## config.mk

```make
export PLATFORM = sky130hd
export DESIGN_NAME = pdua_control_unit
export DESIGN_NICKNAME = d
export VERILOG_FILES = /design/src/rtl/pdua_pkg.sv /design/src/rtl/pdua_control_unit.sv
export SDC_FILE = /design/constraint.sdc
export NUM_CORES = 1
export LEC_CHECK = 0
export CORE_MARGIN = 1
export CORE_UTILIZATION = 39
export CTS_BUF_LIST = sky130_fd_sc_hd__clkbuf_2 sky130_fd_sc_hd__clkbuf_4 sky130_fd_sc_hd__clkbuf_8
export DETAILED_ROUTE_END_ITERATION = 8
export HOLD_SLACK_MARGIN = 0.03
export PLACE_DENSITY = 0.8
export SYNTH_ARGS = -nofsm -noshare
export SYNTH_HDL_FRONTEND = slang
export SYNTH_SLANG_ARGS = --single-unit
export TNS_END_PERCENT = 1
```

## constraint.sdc

```tcl
create_clock -name clk -period 4.7 [get_ports clk]
set_input_delay 0.94 -clock clk [delete_from_list [all_inputs] [get_ports clk]]
set_output_delay 0.94 -clock clk [all_outputs]
set_load 0.005 [all_outputs]
```

## src/rtl/pdua_pkg.sv

```systemverilog
// Shared definitions for the PDUA control unit: ALU codes, opcodes, FSM states
// and the opcode classifier used by the sequencer.
package pdua_pkg;

    localparam logic [2:0] SEL_PASSB = 3'b000;
    localparam logic [2:0] SEL_ADD   = 3'b001;
    localparam logic [2:0] SEL_INCB  = 3'b010;
    localparam logic [2:0] SEL_AND   = 3'b011;
    localparam logic [2:0] SEL_NOT   = 3'b100;

    localparam int unsigned OPC_NOP    = 32'h00;
    localparam int unsigned OPC_MOV_LD = 32'h01;
    localparam int unsigned OPC_MOV_ST = 32'h02;
    localparam int unsigned OPC_ADD    = 32'h03;
    localparam int unsigned OPC_JZ     = 32'h04;
    localparam int unsigned OPC_HALT   = 32'h1F;

    typedef enum logic [3:0] {
        INIT,
        F_MAR,
        F_MEM,
        F_IR,
        F_PC,
        E1,
        E2,
        E3,
        HALT
    } state_e;

    typedef enum logic [2:0] {
        OP_NOP,
        OP_LOAD,
        OP_STORE,
        OP_ADD,
        OP_JZ,
        OP_HALT,
        OP_ILLEGAL
    } op_kind_e;

    function automatic op_kind_e decode_op(input int unsigned opc);
        op_kind_e kind;
        case (opc)
            OPC_NOP:    kind = OP_NOP;
            OPC_MOV_LD: kind = OP_LOAD;
            OPC_MOV_ST: kind = OP_STORE;
            OPC_ADD:    kind = OP_ADD;
            OPC_JZ:     kind = OP_JZ;
            OPC_HALT:   kind = OP_HALT;
            default:    kind = OP_ILLEGAL;
        endcase
        return kind;
    endfunction

endpackage

```

## src/rtl/pdua_control_unit.sv

```systemverilog
// Multi-cycle microsequencer producing the PDUA datapath control word:
// fetch, decode, execute with memory wait states, timeout, pause and halt.
module pdua_control_unit
    import pdua_pkg::*;
#(
    parameter int MAX_WIDTH  = 8,
    parameter int ADDR_WIDTH = 3,
    parameter int OPC_WIDTH  = 5,
    parameter int PC_ADDR    = 0,
    parameter int DPTR_ADDR  = 2,
    parameter int ACC_ADDR   = 7,
    parameter int WAIT_MAX   = 15
) (
    input  logic                  clk,
    input  logic                  rst,
    input  logic                  run,
    input  logic [OPC_WIDTH-1:0]  out_IR,
    input  logic                  C,
    input  logic                  N,
    input  logic                  P,
    input  logic                  Z,
    input  logic                  mem_ready,
    output logic                  wr_rdn,
    output logic                  enaf,
    output logic [2:0]            selop,
    output logic [1:0]            shamt,
    output logic                  bank_wr_en,
    output logic [ADDR_WIDTH-1:0] BusB_addr,
    output logic [ADDR_WIDTH-1:0] BusC_addr,
    output logic                  sclr,
    output logic                  ir_en,
    output logic                  mar_en,
    output logic                  mdr_en,
    output logic                  mdr_alu_n,
    output logic                  halted,
    output logic                  illegal_op,
    output logic                  bus_err,
    output logic                  instr_done
);

    localparam int WCNT_W = (WAIT_MAX > 1) ? $clog2(WAIT_MAX + 1) : 1;
    localparam logic [ADDR_WIDTH-1:0] PC_A   = ADDR_WIDTH'(PC_ADDR);
    localparam logic [ADDR_WIDTH-1:0] DPTR_A = ADDR_WIDTH'(DPTR_ADDR);
    localparam logic [ADDR_WIDTH-1:0] ACC_A  = ADDR_WIDTH'(ACC_ADDR);

    if (MAX_WIDTH < 1 || OPC_WIDTH < 5 || PC_ADDR >= (1 << ADDR_WIDTH) ||
        DPTR_ADDR >= (1 << ADDR_WIDTH) || ACC_ADDR >= (1 << ADDR_WIDTH) ||
        WAIT_MAX < 0) begin : g_param_check
        $error("pdua_control_unit: inconsistent width or register-map parameters");
    end

    state_e              state_q, state_d;
    logic [WCNT_W-1:0]   wait_cnt_q, wait_cnt_d;
    logic                bus_err_q, bus_err_d;
    op_kind_e            op_kind;
    logic                in_wait;
    logic                unused_flags;

    assign op_kind      = decode_op(32'(out_IR));
    assign unused_flags = ^{C, N, P};

    always_ff @(posedge clk or negedge rst) begin
        if (!rst) begin
            state_q    <= INIT;
            wait_cnt_q <= '0;
            bus_err_q  <= 1'b0;
        end else begin
            state_q    <= state_d;
            wait_cnt_q <= wait_cnt_d;
            bus_err_q  <= bus_err_d;
        end
    end

    // Wait states are the memory cycles that stall until mem_ready; a stall
    // that lasts WAIT_MAX cycles is treated as a dead bus and halts the core.
    always_comb begin
        state_d    = state_q;
        wait_cnt_d = '0;
        bus_err_d  = bus_err_q;
        in_wait    = (state_q == F_MEM) ||
                     (state_q == E2 && op_kind == OP_LOAD) ||
                     (state_q == E3 && op_kind == OP_STORE);

        case (state_q)
            INIT:  state_d = F_MAR;
            F_MAR: if (run) state_d = F_MEM;
            F_MEM: if (mem_ready) state_d = F_IR;
            F_IR:  state_d = F_PC;
            F_PC:  state_d = E1;
            E1: begin
                case (op_kind)
                    OP_LOAD, OP_STORE: state_d = E2;
                    OP_HALT:           state_d = HALT;
                    default:           state_d = F_MAR;
                endcase
            end
            E2: begin
                if (op_kind != OP_LOAD || mem_ready) state_d = E3;
            end
            E3: begin
                if (op_kind != OP_STORE || mem_ready) state_d = F_MAR;
            end
            HALT:    state_d = HALT;
            default: state_d = INIT;
        endcase

        if (in_wait && !mem_ready) begin
            wait_cnt_d = wait_cnt_q + WCNT_W'(1);
            if (WAIT_MAX != 0 && (int'(wait_cnt_q) + 1) == WAIT_MAX) begin
                state_d    = HALT;
                bus_err_d  = 1'b1;
                wait_cnt_d = '0;
            end
        end
    end

    // sclr is qualified by rst so that every output stays low while reset is held.
    always_comb begin
        wr_rdn     = 1'b0;
        enaf       = 1'b0;
        selop      = SEL_PASSB;
        shamt      = 2'b00;
        bank_wr_en = 1'b0;
        BusB_addr  = '0;
        BusC_addr  = '0;
        sclr       = 1'b0;
        ir_en      = 1'b0;
        mar_en     = 1'b0;
        mdr_en     = 1'b0;
        mdr_alu_n  = 1'b0;
        illegal_op = 1'b0;
        instr_done = 1'b0;

        case (state_q)
            INIT:  sclr = rst;
            F_MAR: begin
                if (run) begin
                    mar_en    = 1'b1;
                    BusB_addr = PC_A;
                    selop     = SEL_PASSB;
                end
            end
            F_MEM: mdr_en = 1'b1;
            F_IR:  ir_en  = 1'b1;
            F_PC: begin
                BusB_addr  = PC_A;
                BusC_addr  = PC_A;
                selop      = SEL_INCB;
                bank_wr_en = 1'b1;
            end
            E1: begin
                case (op_kind)
                    OP_LOAD, OP_STORE: begin
                        mar_en    = 1'b1;
                        BusB_addr = DPTR_A;
                        selop     = SEL_PASSB;
                    end
                    OP_ADD: begin
                        BusB_addr  = DPTR_A;
                        selop      = SEL_ADD;
                        enaf       = 1'b1;
                        BusC_addr  = ACC_A;
                        bank_wr_en = 1'b1;
                        instr_done = 1'b1;
                    end
                    OP_JZ: begin
                        if (Z) begin
                            BusB_addr  = DPTR_A;
                            selop      = SEL_PASSB;
                            BusC_addr  = PC_A;
                            bank_wr_en = 1'b1;
                        end
                        instr_done = 1'b1;
                    end
                    OP_NOP: instr_done = 1'b1;
                    OP_ILLEGAL: begin
                        illegal_op = 1'b1;
                        instr_done = 1'b1;
                    end
                    default: ;
                endcase
            end
            E2: begin
                if (op_kind == OP_LOAD) begin
                    mdr_en = 1'b1;
                end else if (op_kind == OP_STORE) begin
                    mdr_en    = 1'b1;
                    BusB_addr = ACC_A;
                    selop     = SEL_PASSB;
                end
            end
            E3: begin
                if (op_kind == OP_LOAD) begin
                    mdr_alu_n  = 1'b1;
                    BusC_addr  = ACC_A;
                    bank_wr_en = 1'b1;
                    instr_done = 1'b1;
                end else if (op_kind == OP_STORE) begin
                    wr_rdn     = 1'b1;
                    instr_done = mem_ready;
                end
            end
            default: ;
        endcase
    end

    assign halted  = (state_q == HALT);
    assign bus_err = bus_err_q;

endmodule

```

==> out/results.tsv, run 1 <==
metric	value	unit
powerDensity	308	nW/um^2
ys_async_sr_fraction	100	%
yosysWarningCount	0	
rows	17	
antenna_found_initial	0	
crit_buf_inv	2	
drv_cap	0	
crit_fanout	6	
multi_input_area	643	sq um
synth_top_family_by_area	simple AND/OR/NAND/NOR gates	
startpoint_type	input pin	
path_delay_family	simple AND/OR/NAND/NOR gates	
arrival	3.09	ns
holdBufCountCts	0	
setup_violations	0	
grt_overflow	0	
final_max_slew_viol_count	0	
drt_pre_antenna_iters	4	
seq_area	225	sq um
setup_tns	0	ns
drc	0	
cts.sinks	9	
avgViaCountPerCell	5.60	
antenna_left	0	
critPathSlowestCell	clkdlybuf4s50_1	
hold_depth	1	
endpoint_kind	output port	
final_hold_viol_count	0	
clockBufferDepth	2	
place.gp.congestion	0.809	
drive_gt1_share	10.8	%
first_global_vias	858	
synthMuxAreaShare	0	%
portBuffers	29	
grt_usage	18.7	%
hold_path.class	register to register	
ios	36	
synth_compound_area_share	24.7	%
insertion_delay	0.25	ns
cts_root_buf	clkbuf_4	
die_area	2660	sq um
drt_wl_total	2230	microns
vias	935	
final.setup.worst_slack	0.667	ns
fillCellCount	217	
synth_cell_types	51	
r2r_start	state_q[2]	
drtIter0Drc	22	
cts_tree	yes	
synth_edf_count	0	
syn_to_final_growth	29.4	%
clkSlewWorstSetupHoldPaths	0.06	ns
required	3.76	ns
syn_area_per_cell	8.11	sq um
path_cells	clkdlybuf4s50_1 > or3_1 > or2_2 > nor2_1 > a31o_1 > clkdlybuf4s50_1	
synthSimpleGateAreaFrac	36.9	%
final_common_cell	clkdlybuf4s50_1	
worst_path_largest_cell_delay	0.50	ns
final_cell_mix	29 x clkdlybuf4s50_1, 9 x dfrtp_1, 8 x nor2_1	
grt_pass1_wl	3750	microns
synth-xor-area-share	1.83	%
status	complete, no violations	
die_y	51.5	microns
finalCoreUtilization	54.9	%
post-cts-setup-buffer-count	0	
min_to	bus_err	
grt_setup_unrepaired	false	
initial_utilization	42.5	%
core	2250	sq um
fin_worst_skew	0.00156	ns
die_w	51.5	microns
min_from	bus_err	
synthFlopType	dfrtp_1	
cpMostUsedCell	clkdlybuf4s50_1	
vdd_drop_max	171	uV
r2r_end	wait_cnt_q[2]	
reg2regPathDepth	4	
post-place-ws	0.682	ns
nets	155	
netlist_area	957	sq um
htreeDepth	1	
seq_area_frac_synth	23.5	%
grt_max_degree	17	
ys_ff_latch	9	
cts-resized-gates	0	
r2r_slack	2.84	ns
synth-adder-area-share	2.61	%
fin_crit	4.03	ns
post-route-period-util	85.8	%
p_leak	0.000448	uW
dpl.hpwl	1790	microns
syn_inst	118	
antenna_cells	0	
wire_per_inst	13.4	microns
cts_buffers	3	
criticalPathCategory	input pin to output port	
fmaxAchievable	248	MHz
[final cells by class]
cell class | instances | share of cell area [%]
repair buffers | 29 | 23.4
clock buffers | 4 | 2.42
inverters | 4 | 1.21
flip-flops and latches | 9 | 18.2
well taps | 28 | 2.83
multi-input cells | 93 | 51.9
[metrics by stage]
stage	total power, uW	hold slack, ns	instance area [sq um]	instances
2_1_floorplan	246	0.468	965	120
3_3_place_gp	316	0.466	1210	163
3_5_place_dp	320	0.463	1210	163
4_1_cts	386	0.481	1240	167
5_1_grt	413	0.503	1240	167
6_report	382	0.473	1240	167
[power breakdown]
group          total (uW)  switching, uW  internal, uW
registers             127           36.1          91.0
clock network        62.6           24.3          38.3
logic                 192           86.7           106
[routing by layer]
layer / global-route usage, % / up-vias / share of wire, %
met5: 0 / - / 0
met4: 7.21 / 0 / 0.58
met3: 3.80 / 2 / 3.4
met2: 30.7 / 19 / 49
met1: 23.9 / 439 / 47
li1: - / 475 / -
[worst max-delay path by stage]
stage / depth (start not counted) / end / slack [ns] / from
after detailed placement: 6 / BusB_addr[1] / 0.68 / out_IR[2]
final: 6 / BusB_addr[1] / 0.67 / out_IR[2]
after floorplan: 4 / BusB_addr[2] / 1.74 / out_IR[2]
after CTS: 6 / BusB_addr[1] / 0.67 / out_IR[2]
after global placement: 5 / mdr_en / 0.72 / out_IR[2]
after global routing: 6 / BusB_addr[1] / 0.56 / out_IR[2]
[synthesized netlist by cell type (4+ instances only)]
master | n | area (sq um)
nand3_1 | 5 | 25.0
inv_1 | 4 | 15.0
o21ai_0 | 6 | 30.0
nand2b_1 | 6 | 37.5
nor3_1 | 6 | 30.0
buf_4 | 7 | 52.6
a21oi_1 | 4 | 20.0
nand2_1 | 5 | 18.8
clkbuf_1 | 4 | 15.0
dfrtp_1 | 9 | 225
or2_2 | 4 | 25.0
nor2_1 | 8 | 30.0
[logic make-up (layout without fill, tap and decap cells)]
kind of cell / count (synthesis) / after routing
and+or+nand+nor: 54 / 54
DFF: 9 / 9
adders and majority gates: 2 / 2
other: 1 / 3
buffers and inverters: 18 / 37
AOI/OAI and AO/OA: 32 / 32
xor gates and xnor gates: 2 / 2
[flip-flops by register name (all words and copies together), names as in the netlist]
register	cells
bus_err	1
wait_cnt_q	4
state_q	4
[worst register-to-register path, delay by kind of cell (launching register included)]
family / cells / cell delay [ns]
compound gates: 1 / 0.19
flops: 1 / 0.61
simple gates: 3 / 0.98
(Power assumes the default switching activity.)
==> run 2, diff against run 1 <==
Settings changed: CORE_UTILIZATION 39 to 45, GPL_TIMING_DRIVEN set to 0, PLACE_DENSITY 0.8 to 0.89.
==> out/results.tsv, run 2 (same netlist as run 1, synthesis figures left out) <==
metric	value	unit
status	complete, no violations	
criticalPathCategory	input pin to output port	
r2r_slack	2.87	ns
cts.sinks	9	
arrival	3.12	ns
final_max_slew_viol_count	0	
post-place-ws	0.640	ns
cts_buffers	3	
placed_area	1290	sq um
whs	0.483	ns
syn_to_final_growth	37.8	%
path_cells	clkdlybuf4s50_1 > or3_1 > or2_2 > a211oi_1 > clkdlybuf4s50_1	
startpoint_type	input pin	
antenna_cells	0	
p_seq_share	25.8	%
setup_tns	0	ns
setup_violations	0	
antenna_left	0	
grt_overflow	0	
post-cts-setup-buffer-count	0	
final.setup.worst_slack	0.635	ns
grt_usage	22.4	%
holdBufCountCts	0	
min_to	bus_err	
drt_wl_total	2450	microns
min_from	bus_err	
first_global_vias	830	
drc	0	
drive_gt1_share	15.7	%
reg2regPathDepth	5	
p_leak	0.000500	uW
cts_root_buf	clkbuf_4	
drtIter0Drc	40	
worst_path_largest_cell_delay	0.56	ns
clockBufferDepth	2	
nets	169	
htreeDepth	1	
power_switching	154	uW
r2r_end	wait_cnt_q[2]	
final_hold_viol_count	0	
crit_fanout	6	
cpMostUsedCell	clkdlybuf4s50_1	
pwr-share-clk	15.4	%
fin_worst_skew	0.00242	ns
portBuffers	29	
vdd_drop_max	218	uV
vias	1001	
critPathSlowestCell	clkdlybuf4s50_1	
drt_pre_antenna_iters	4	
die_area	2320	sq um
dpl.hpwl	1980	microns
cts-resized-gates	0	
core	1980	sq um
power_frac_comb	58.8	%
die_y	48.1	microns
avgViaCountPerCell	5.56	
place.gp.congestion	0.889	
fin_area	1320	sq um
p_int	245	uW
hold_depth	1	
required	3.76	ns
grt_setup_unrepaired	false	
drv_cap	0	
wire_per_inst	13.6	microns
post-route-period-util	86.5	%
fin_crit	4.06	ns
insertion_delay	0.25	ns
ios	36	
grt_max_degree	11	
fmaxAchievable	246	MHz
power	399	uW
r2r_start	state_q[0]	
clkSlewWorstSetupHoldPaths	0.06	ns
swShare	38.7	%
final_cell_mix	29 x clkdlybuf4s50_1, 9 x dfrtp_1, 8 x nor2_1	
antenna_found_initial	0	
rows	16	
grt_pass1_wl	3660	microns
initial_utilization	48.3	%
endpoint_kind	output port	
cts_tree	yes	
die_w	48.1	microns
final_common_cell	clkdlybuf4s50_1	
powerDensity	302	nW/um^2
hold_path.class	register to register	
-- run 2: changes by cell type in the layout (fill, tap and decap cells not counted), sizes merged --
| cell | change |
|---|---|
| clkbuf | +4 |
| buf | +10 |
-- run 2: worst max path at each step --
| stage | from | cells past startpoint | endpoint |
|---|---|---|---|
| 4_1_cts | out_IR[2] | 5 | mdr_en |
| 2_1_floorplan | out_IR[2] | 4 | BusB_addr[2] |
| 3_3_place_gp | out_IR[2] | 6 | BusB_addr[2] |
| 6_report | out_IR[2] | 5 | mdr_en |
| 3_5_place_dp | out_IR[2] | 5 | mdr_en |
| 5_1_grt | out_IR[2] | 6 | BusB_addr[1] |
-- run 2: per-stage QoR --
stage | instances | util, %
2_1_floorplan | 120 | -
3_3_place_gp | 176 | 65.0
3_5_place_dp | 176 | 65.0
4_1_cts | 180 | 66.5
5_1_grt | 180 | 66.5
6_report | 180 | 66.5
-- run 2: critical path: cells and delay by family --
kind                   cells  cell delay [ns]
buffers and inverters      2             1.04
and+or+nand+nor            2             0.84
AOI/OAI and AO/OA          1             0.30
-- run 2: final cells by class --
class                           instances  area (sq um)
Buffer                                 14          81.3
Clock buffer                            4          30.0
Fill cell                             162           663
Inverter                                4          15.0
Multi-Input combinational cell         93           643
Sequential cell                         9           225
Tap cell                               27          33.8
Timing Repair Buffer                   29           290
-- run 2: power groups by stage --
stage	Clock, uW	Combinational [uW]	Sequential (uW)
2_1_floorplan	0	146	100
3_3_place_gp	0	226	103
3_5_place_dp	0	232	104
4_1_cts	64.0	233	103
5_1_grt	71.6	257	104
6_report	61.2	235	103
-- run 2: metal layers --
| layer | vias to the layer above | track usage [%] | wire length, microns |
|---|---|---|---|
| li1 | 501 | - | - |
| met1 | 467 | 27.2 | 1090 |
| met2 | 33 | 41.9 | 1250 |
| met3 | 0 | 4.81 | 104 |
| met4 | 0 | 1.67 | 0 |
| met5 | - | 0 | 0 |
